**src/rtl/inst_fetch_ctrl_if.sv**
```systemverilog
// Fetch-stage bus bundle: PC register link, instruction-memory request/response
// and the IF/ID handoff. The master side is the fetch controller.
interface inst_fetch_ctrl_if;
    logic [31:0] pc_cur;
    logic        pc_en;
    logic        flush;

    logic        imem_req_valid;
    logic        imem_req_ready;
    logic [31:0] imem_req_addr;
    logic        imem_resp_valid;
    logic [31:0] imem_resp_data;

    logic        id_valid;
    logic        id_ready;
    logic [31:0] id_inst;
    logic [31:0] id_pc;

    modport master (
        input  pc_cur,
        input  flush,
        input  imem_req_ready,
        input  imem_resp_valid,
        input  imem_resp_data,
        input  id_ready,
        output pc_en,
        output imem_req_valid,
        output imem_req_addr,
        output id_valid,
        output id_inst,
        output id_pc
    );

    modport slave (
        output pc_cur,
        output flush,
        output imem_req_ready,
        output imem_resp_valid,
        output imem_resp_data,
        output id_ready,
        input  pc_en,
        input  imem_req_valid,
        input  imem_req_addr,
        input  id_valid,
        input  id_inst,
        input  id_pc
    );
endinterface

```
**src/rtl/inst_fetch_ctrl.sv**
```systemverilog
// Fetch-stage controller. Issues in-order instruction-memory reads at the
// current PC, tracks them in a small queue of {pc, inst, filled} entries and
// hands completed pairs to decode. A flush empties the queue and remembers how
// many responses are still owed so they can be thrown away when they arrive.
module inst_fetch_ctrl #(
    parameter int DEPTH = 2,
    parameter int PTR_W = 1
) (
    input  logic              clk,
    input  logic              rst,
    inst_fetch_ctrl_if.master bus
);

    localparam logic [PTR_W:0] DEPTH_P = DEPTH;
    localparam logic [PTR_W:0] ONE_P   = 1;

    logic [31:0]      ent_pc   [DEPTH];
    logic [31:0]      ent_inst [DEPTH];
    logic [DEPTH-1:0] ent_filled;

    // Extra MSB on each pointer separates full from empty.
    logic [PTR_W:0]   alloc_ptr;
    logic [PTR_W:0]   fill_ptr;
    logic [PTR_W:0]   rd_ptr;
    logic [PTR_W:0]   drop_cnt;

    logic [PTR_W:0]   occupancy;
    logic [PTR_W:0]   unfilled;
    logic [PTR_W:0]   drop_occ;
    logic [PTR_W:0]   drop_sum;
    logic [PTR_W:0]   drop_flush;
    logic [PTR_W-1:0] alloc_idx;
    logic [PTR_W-1:0] fill_idx;
    logic [PTR_W-1:0] rd_idx;
    logic             req_ok;
    logic             issue;
    logic             fill;
    logic             drop;
    logic             head_valid;
    logic             pop;

    // Queue bookkeeping and handshake qualifiers, all from registered state.
    always_comb begin
        alloc_idx  = alloc_ptr[PTR_W-1:0];
        fill_idx   = fill_ptr[PTR_W-1:0];
        rd_idx     = rd_ptr[PTR_W-1:0];
        occupancy  = alloc_ptr - rd_ptr;
        unfilled   = alloc_ptr - fill_ptr;
        // Stale responses still occupy memory-side slots, so they count
        // against the request budget until they have drained.
        drop_occ   = drop_cnt + occupancy;
        req_ok     = rst & ~bus.flush & (occupancy < DEPTH_P) & (drop_occ < DEPTH_P);
        issue      = req_ok & bus.imem_req_ready;
        drop       = bus.imem_resp_valid & (drop_cnt != '0);
        fill       = bus.imem_resp_valid & (drop_cnt == '0) & (unfilled != '0);
        head_valid = (occupancy != '0) & ent_filled[rd_idx];
        pop        = head_valid & bus.id_ready;
        // On flush every unfilled entry becomes a stale response; one arriving
        // in the flush cycle itself is the oldest of those and is consumed now.
        drop_sum   = drop_cnt + unfilled;
        drop_flush = drop_sum;
        if (bus.imem_resp_valid && (drop_sum != '0)) begin
            drop_flush = drop_sum - ONE_P;
        end
    end

    assign bus.imem_req_valid = req_ok;
    assign bus.imem_req_addr  = bus.pc_cur;
    // The flush cycle also advances the PC so it can load the redirect target.
    assign bus.pc_en          = issue | (bus.flush & rst);
    assign bus.id_valid       = head_valid;
    assign bus.id_inst        = ent_inst[rd_idx];
    assign bus.id_pc          = ent_pc[rd_idx];

    // Pointer, drop counter and entry updates; flush overrides issue/fill/pop.
    always_ff @(posedge clk) begin
        if (!rst) begin
            alloc_ptr  <= '0;
            fill_ptr   <= '0;
            rd_ptr     <= '0;
            drop_cnt   <= '0;
            ent_filled <= '0;
            for (int i = 0; i < DEPTH; i++) begin
                ent_pc[i]   <= '0;
                ent_inst[i] <= '0;
            end
        end else if (bus.flush) begin
            alloc_ptr  <= '0;
            fill_ptr   <= '0;
            rd_ptr     <= '0;
            ent_filled <= '0;
            drop_cnt   <= drop_flush;
        end else begin
            // Issue and fill never target the same slot: that would need
            // DEPTH unfilled entries, which already blocks issue.
            if (issue) begin
                ent_pc[alloc_idx]     <= bus.pc_cur;
                ent_filled[alloc_idx] <= 1'b0;
                alloc_ptr             <= alloc_ptr + ONE_P;
            end
            if (fill) begin
                ent_inst[fill_idx]   <= bus.imem_resp_data;
                ent_filled[fill_idx] <= 1'b1;
                fill_ptr             <= fill_ptr + ONE_P;
            end
            if (pop) begin
                rd_ptr <= rd_ptr + ONE_P;
            end
            if (drop) begin
                drop_cnt <= drop_cnt - ONE_P;
            end
        end
    end

    // A response nobody is waiting for is ignored by the logic above.
    resp_expected_a : assert property (@(posedge clk) disable iff (!rst)
        bus.imem_resp_valid |-> ((drop_cnt != '0) || (unfilled != '0)));

endmodule
```
**src/flat_wrapper.sv**
```systemverilog
// flat-port wrapper written by rule: the top's interface ports become plain ports
module inst_fetch_ctrl_flat 
#(
    parameter int DEPTH = 2,
    parameter int PTR_W = 1
)
  (clk, rst, bus_pc_cur, bus_flush, bus_imem_req_ready, bus_imem_resp_valid, bus_imem_resp_data, bus_id_ready, bus_pc_en, bus_imem_req_valid, bus_imem_req_addr, bus_id_valid, bus_id_inst, bus_id_pc);
  inst_fetch_ctrl_if bus_i ();
  input  logic clk;
  input  logic rst;
  input wire logic [$bits(bus_i.pc_cur)-1:0] bus_pc_cur;
  input wire logic [$bits(bus_i.flush)-1:0] bus_flush;
  input wire logic [$bits(bus_i.imem_req_ready)-1:0] bus_imem_req_ready;
  input wire logic [$bits(bus_i.imem_resp_valid)-1:0] bus_imem_resp_valid;
  input wire logic [$bits(bus_i.imem_resp_data)-1:0] bus_imem_resp_data;
  input wire logic [$bits(bus_i.id_ready)-1:0] bus_id_ready;
  output wire logic [$bits(bus_i.pc_en)-1:0] bus_pc_en;
  output wire logic [$bits(bus_i.imem_req_valid)-1:0] bus_imem_req_valid;
  output wire logic [$bits(bus_i.imem_req_addr)-1:0] bus_imem_req_addr;
  output wire logic [$bits(bus_i.id_valid)-1:0] bus_id_valid;
  output wire logic [$bits(bus_i.id_inst)-1:0] bus_id_inst;
  output wire logic [$bits(bus_i.id_pc)-1:0] bus_id_pc;
  assign bus_i.pc_cur = bus_pc_cur;
  assign bus_i.flush = bus_flush;
  assign bus_i.imem_req_ready = bus_imem_req_ready;
  assign bus_i.imem_resp_valid = bus_imem_resp_valid;
  assign bus_i.imem_resp_data = bus_imem_resp_data;
  assign bus_i.id_ready = bus_id_ready;
  assign bus_pc_en = bus_i.pc_en;
  assign bus_imem_req_valid = bus_i.imem_req_valid;
  assign bus_imem_req_addr = bus_i.imem_req_addr;
  assign bus_id_valid = bus_i.id_valid;
  assign bus_id_inst = bus_i.id_inst;
  assign bus_id_pc = bus_i.id_pc;
  inst_fetch_ctrl #(.DEPTH(DEPTH), .PTR_W(PTR_W)) u_core (.clk(clk), .rst(rst), .bus(bus_i));
endmodule
```
**config.mk**
```make
export PLATFORM = sky130hd
export DESIGN_NAME = inst_fetch_ctrl_flat
export DESIGN_NICKNAME = d
export VERILOG_FILES = /design/src/rtl/inst_fetch_ctrl_if.sv /design/src/rtl/inst_fetch_ctrl.sv /design/src/flat_wrapper.sv
export SDC_FILE = /design/constraint.sdc
export NUM_CORES = 1
export LEC_CHECK = 0
export CAP_MARGIN = 15
export CORE_ASPECT_RATIO = 0.75
export CORE_UTILIZATION = 44
export DETAILED_ROUTE_END_ITERATION = 7
export MAX_ROUTING_LAYER = met4
export PLACE_DENSITY = 0.76
export SETUP_SLACK_MARGIN = 0.1
export SKIP_LAST_GASP = 1
export SLEW_MARGIN = 40
export SYNTH_ARGS = -nofsm -noshare
export SYNTH_HDL_FRONTEND = slang
export SYNTH_SLANG_ARGS = --single-unit
export TNS_END_PERCENT = 10
```
**constraint.sdc**
```tcl
create_clock -name clk -period 3.8 [get_ports clk]
set_clock_uncertainty 0.05 [all_clocks]
set_input_delay 0.76 -clock clk [delete_from_list [all_inputs] [get_ports clk]]
set_output_delay 0.76 -clock clk [all_outputs]
set_load 0.05 [all_outputs]
```
* Yosys cells after proc, flatten, opt, wreduce, memory -nomap -nowiden *
Memories as Yosys holds them, arrays and structs flattened. A register that Yosys moved wholly into a read port is not among the register bits.
Cells that the tools add are included.

operators by class
  equality and inequality tests = 0
  reduce and logical (&&, ||, !) cells = 12
  multipliers = 0
  bitwise logic cells = 16
  divide/modulo/power cells = 0
  mux-type cells = 32
  order comparisons = 7
  $add $sub $neg = 9
  shift-type cells = 0

operators with widths
  kind                                                 count
  two-way mux 32 bit                                   2
  OR reduction 32 bit                                  2
  two-way mux 1 bit                                    21
  two-way mux 2 bit                                    7
  bitwise AND 1 bit                                    10
  nonzero test 2 bit                                   5
  adder 2 x 1 -> 2 bit (second input constant)         3
  < comparator 1 x 2 -> 1 bit (second input constant)  3
  adder 2 bit                                          2
  < comparator 2 bit (second input constant)           2
  subtractor 2 x 1 -> 2 bit (second input constant)    2
  subtractor 2 bit                                     2
  logical AND 1 bit                                    3
  bitwise AND 2 bit                                    1
  demux 1 bit (select 1 bit)                           2
  >= comparator 1 bit (second input constant)          2
  zero test 2 bit                                      1
  inverter 1 bit                                       2
  inverter 2 bit                                       1
  bitwise OR 2 bit                                     1
  OR reduction 2 bit                                   1
  bitwise OR 1 bit                                     1

storage, ports and cells
  RAM bits = 128
  output and inout bits = 99
  memory bits (read-only) = 0
  logic and storage cells = 83
  input port bits = 70
  latch bits = 0
  register bits = 10
  memories = 2

memory list
  memory           words  width  read ports  clocked after Yosys merged registers in  write ports  line                   source
  u_core.ent_inst  2      32     1           1                                        2            inst_fetch_ctrl.sv:18  logic [31:0] ent_inst [DEPTH];
  u_core.ent_pc    2      32     1           1                                        2            inst_fetch_ctrl.sv:17  logic [31:0] ent_pc [DEPTH];

* Longest topological paths before layout *
  depth in word-level cells = 11
  gate-level depth with buffers = 10
  gate-level depth less buffers = 10

* Least setup slack after synthesis *
Ideal clock, no wire load.

  kind = register -> register
  start point = register u_core.alloc_ptr[0]
  end point = memory u_core.ent_pc[1][0] (enable)
  setup slack = -381 ps
  buffers on the path = 0
  library setup time = 466 ps
  arrival = 3665 ps
  cell stages (with the launch flop) = 7
  required time = 3284 ps
  clock period less this slack = 4181 ps
  cells stage by stage = dfxtp_1 -> inv_1 -> ha_1 -> nor2b_1 -> xnor2_1 -> or3_1 -> o21ai_0

RTL lines
  item                    line                   source
  start, declared         inst_fetch_ctrl.sv:22  logic [PTR_W:0] alloc_ptr;
  start signal, assigned  inst_fetch_ctrl.sv:99  alloc_ptr <= alloc_ptr + ONE_P;
  end, declared           inst_fetch_ctrl.sv:17

* Final worst setup path *
  start point = register u_core.alloc_ptr[0]
  end point = output bus_id_valid

on the way
  word-level cells in the longest chain between the ends = 3

RTL lines
  item                line                   source
  subtractor 2 bit    inst_fetch_ctrl.sv:47  occupancy = alloc_ptr - rd_ptr;
  nonzero test 2 bit  inst_fetch_ctrl.sv:56  head_valid = (occupancy != '0) & ent_filled[rd_idx];
  bitwise AND 1 bit   inst_fetch_ctrl.sv:56
  end, declared       flat_wrapper.sv:20     output wire logic [$bits(bus_i.id_valid)-1:0] bus_id_valid;

Every way passes these cells.

==> impl_metrics.tcl <==
set metrics [dict create \
    status "completed" \
    syn-num-nets 543 \
    viasPerCell 4.96 \
    crit_path_max_incr_delay_ns 0.85 \
    critPathKind "register to output port" \
    worstPathRequired_ns 2.99 \
    start_util_pct 45.1 \
    drive_gt1_share_pct 20.5 \
    setup_viol 0 \
    post-synth-top-count-cell "edfxtp_1" \
    synthTopCellsByArea "edfxtp_1 (59%), mux2_2 (11%), and3_1 (6.2%)" \
    row_count 38 \
    endpoint_kind "output port" \
    crit_family "buffers and inverters" \
    hp-class "register to register" \
    grt_overflow 0 \
    drt-wirelength-per-cell_um 16.5 \
    ioPinCount 169 \
    drt-total-wl_um 13500 \
    grt_max_degree 71 \
    grt_usage_pct 19.4 \
    synth_compound_gate_area_share_pct 2.17 \
    fp.dieH_um 107 \
    yosys_warnings 0 \
    synth.top_cell.area_share_pct 59.0 \
    synth_cell_types 37 \
    die_x_um 143 \
    htree_levels 4 \
    cts_resized 0 \
    rsz0062_at_grt "false" \
    yosys.area_share.simple_pct 15.0 \
    synth_edf_count 128 \
    clk_pin_slew_ns 0.06 \
    postCtsSetupBuffers 0 \
    ys.flop_type "edfxtp_1" \
    cp-start-kind "register" \
    cp.buffers_inverters 2 \
    port_buffers 168 \
    gp_congestion 0.835 \
    clock_latency_ns 0.41 \
    ir_drop_uv 284 \
    hp-start "u_core.ent_filled[0]" \
    nets 682 \
    place_area_sq_mm 0.00824 \
    slew_headroom_pct 61.7 \
    fmax_mhz 298 \
    dpl.hpwl_um 8650 \
    antennaDiodeCount 0 \
    clockRootBuffer "clkbuf_16" \
    cts_tree "built" \
    grt_pass1_vias 4239 \
    clock_sinks 139 \
    synth_top_area_cell "edfxtp_1" \
    finalNonFillerCells 819 \
    maxSlewViolCount 0 \
    syn_area_sq_mm 0.00652 \
    numCtsBuffers 17 \
    regToRegStartpoint "u_core.alloc_ptr[0]" \
    utilization_pct 61.0 \
    timing.final.crit_share_pct 88.3 \
    layout_setup_ws_ns 0.444 \
    clockBufferDepth 2 \
    core_area_sq_mm 0.0145 \
    ys_seq_elements 139 \
    max_cap_violations 0 \
    ys_seq_area_share_pct 62.4 \
    synth_xor_xnor_area_share_pct 2.05 \
    async_reset_ff_share_pct 0 \
    ant_nets 0 \
    synthCells 468 \
    crit_arrival_ns 2.55 \
    place_ws_ns 0.706 \
    timing.critical_path.from "u_core.alloc_ptr[0]" \
    finalHoldViolCount 0 \
    dr.first_iter.drc_count 238 \
    p_leak_nw 3.45 \
    place_inst 788 \
    crit_path_max_fanout 7 \
    synth_top_family_by_area "simple AND/OR/NAND/NOR gates" \
    synth_common_cells "edfxtp_1 (128), and3_1 (65), mux2_2 (65), and2_1 (59), buf_4 (32)" \
    die-area_sq_mm 0.0153 \
    dr_total_vias 4066 \
    drt_drc_violations_left 0 \
    area_growth_pct 35.4 \
    fin_crit_ns 3.36 \
    syn_area_per_cell_sq_um 13.9 \
    pwr_density_cell_mw_per_mm2 458 \
    stdcell_area_sq_mm 0.00882 \
    first_pass_iters 4 \
    grt_antenna_before_repair 0 \
    hold_buffers 0 \
    synth_mux_area_share_pct 11.5 \
    post_synth_fa_ha_maj_area_fraction_pct 0.960 \
    grt_pass1_wl_um 21600 \
    worstMarginPinSlew_ns 0.575 \
    path_cells "inv_1 > ha_1 > xnor3_1 > a21oi_1 > clkdlybuf4s50_1" \
    cp_slowest_cell "clkdlybuf4s50_1" \
]
cells in the final DEF, fill, tap and decap left out, types with 4 or more instances in the layout:
| cell | netlist | routed |
|---|---|---|
| clkdlybuf4s50_1 | 0 | 166 |
| edfxtp_1 | 128 | 128 |
| mux2_2 | 65 | 65 |
| and3_1 | 65 | 64 |
| and2_1 | 59 | 59 |
| clkbuf_16 | 0 | 17 |
| buf_4 | 32 | 13 |
| xnor2_1 | 10 | 10 |
| dfxtp_1 | 11 | 10 |
| inv_1 | 7 | 7 |
| nand2_1 | 6 | 6 |
| a21oi_1 | 6 | 6 |
| and2_2 | 5 | 5 |
| ha_1 | 5 | 5 |
| clkinv_2 | 0 | 5 |
| o21ai_4 | 0 | 4 |
| nor2_1 | 5 | 4 |
layout make-up:
cell class                 instances  area [sq um]
inverter                           7          26.3
tap                              200           250
sequential                       139          4070
timing repair buffer             180          1780
fill                            1148          5630
clock inverter                    14           154
clock buffer                      17           425
multi-input combinational        262          2120
sequential cells by signal, indices dropped and copies added, names as in the netlist, named ones only:
| register | count |
|---|---|
| u_core.alloc_ptr | 2 |
| u_core.ent_filled | 2 |
| u_core.ent_inst | 64 |
| u_core.rd_ptr | 2 |
| u_core.ent_pc | 64 |
| u_core.fill_ptr | 2 |
| u_core.drop_cnt | 2 |
worst paths after layout:
path / cells after the start / slack, ns / to
max reg2reg: 7 / 1.20 / u_core.ent_pc[1][25]
max: 5 / 0.44 / bus_id_valid
min: 1 / 0.48 / u_core.ent_filled[0]
min reg2reg: 1 / 0.48 / u_core.ent_filled[0]
power breakdown:
part	internal (mW)	switching (mW)
Sequential	1.75	0.0225
Clock	1.02	0.599
Combinational	0.251	0.404
metrics by stage:
stage | TNS [ns] | hold slack [ns] | power, mW
3_3_place_gp | 0 | 0.452 | 2.45
4_1_cts | 0 | 0.486 | 4.09
2_1_floorplan | -26.07 | 0.432 | 2.22
6_report | 0 | 0.484 | 4.04
5_1_grt | 0 | 0.502 | 4.19
3_5_place_dp | 0 | 0.472 | 2.46
logic make-up (layout without fill, tap and decap cells):
family	count (synthesis)	after routing
XOR/XNOR	12	12
multiplexers	67	67
AO/OA/AOI/OAI	21	21
flip-flops	139	139
AND/OR/NAND/NOR	157	157
adder cells (fa/ha/maj)	5	5
buffers and inverters	67	218
metal layers:
layer	GRT usage [%]	part of all wire (%)	vias to the layer above	wire, um
li1	-	-	1957	-
met1	23.5	45	1979	6100
met2	31.3	49	110	6560
met3	4.49	4.3	20	587
met4	8.14	1.8	0	246
met5	-	0	-	0
worst reg2reg max path: stages, from the launching register on:
cell and delay (ns):
dfxtp_1 0.33, inv_1 0.11, ha_1 0.35, nor2b_1 0.23, xnor2_1 0.14, or3_1 0.44, o21ai_4 0.14, buf_4 0.42
Power figures use the tool's default switching activity.
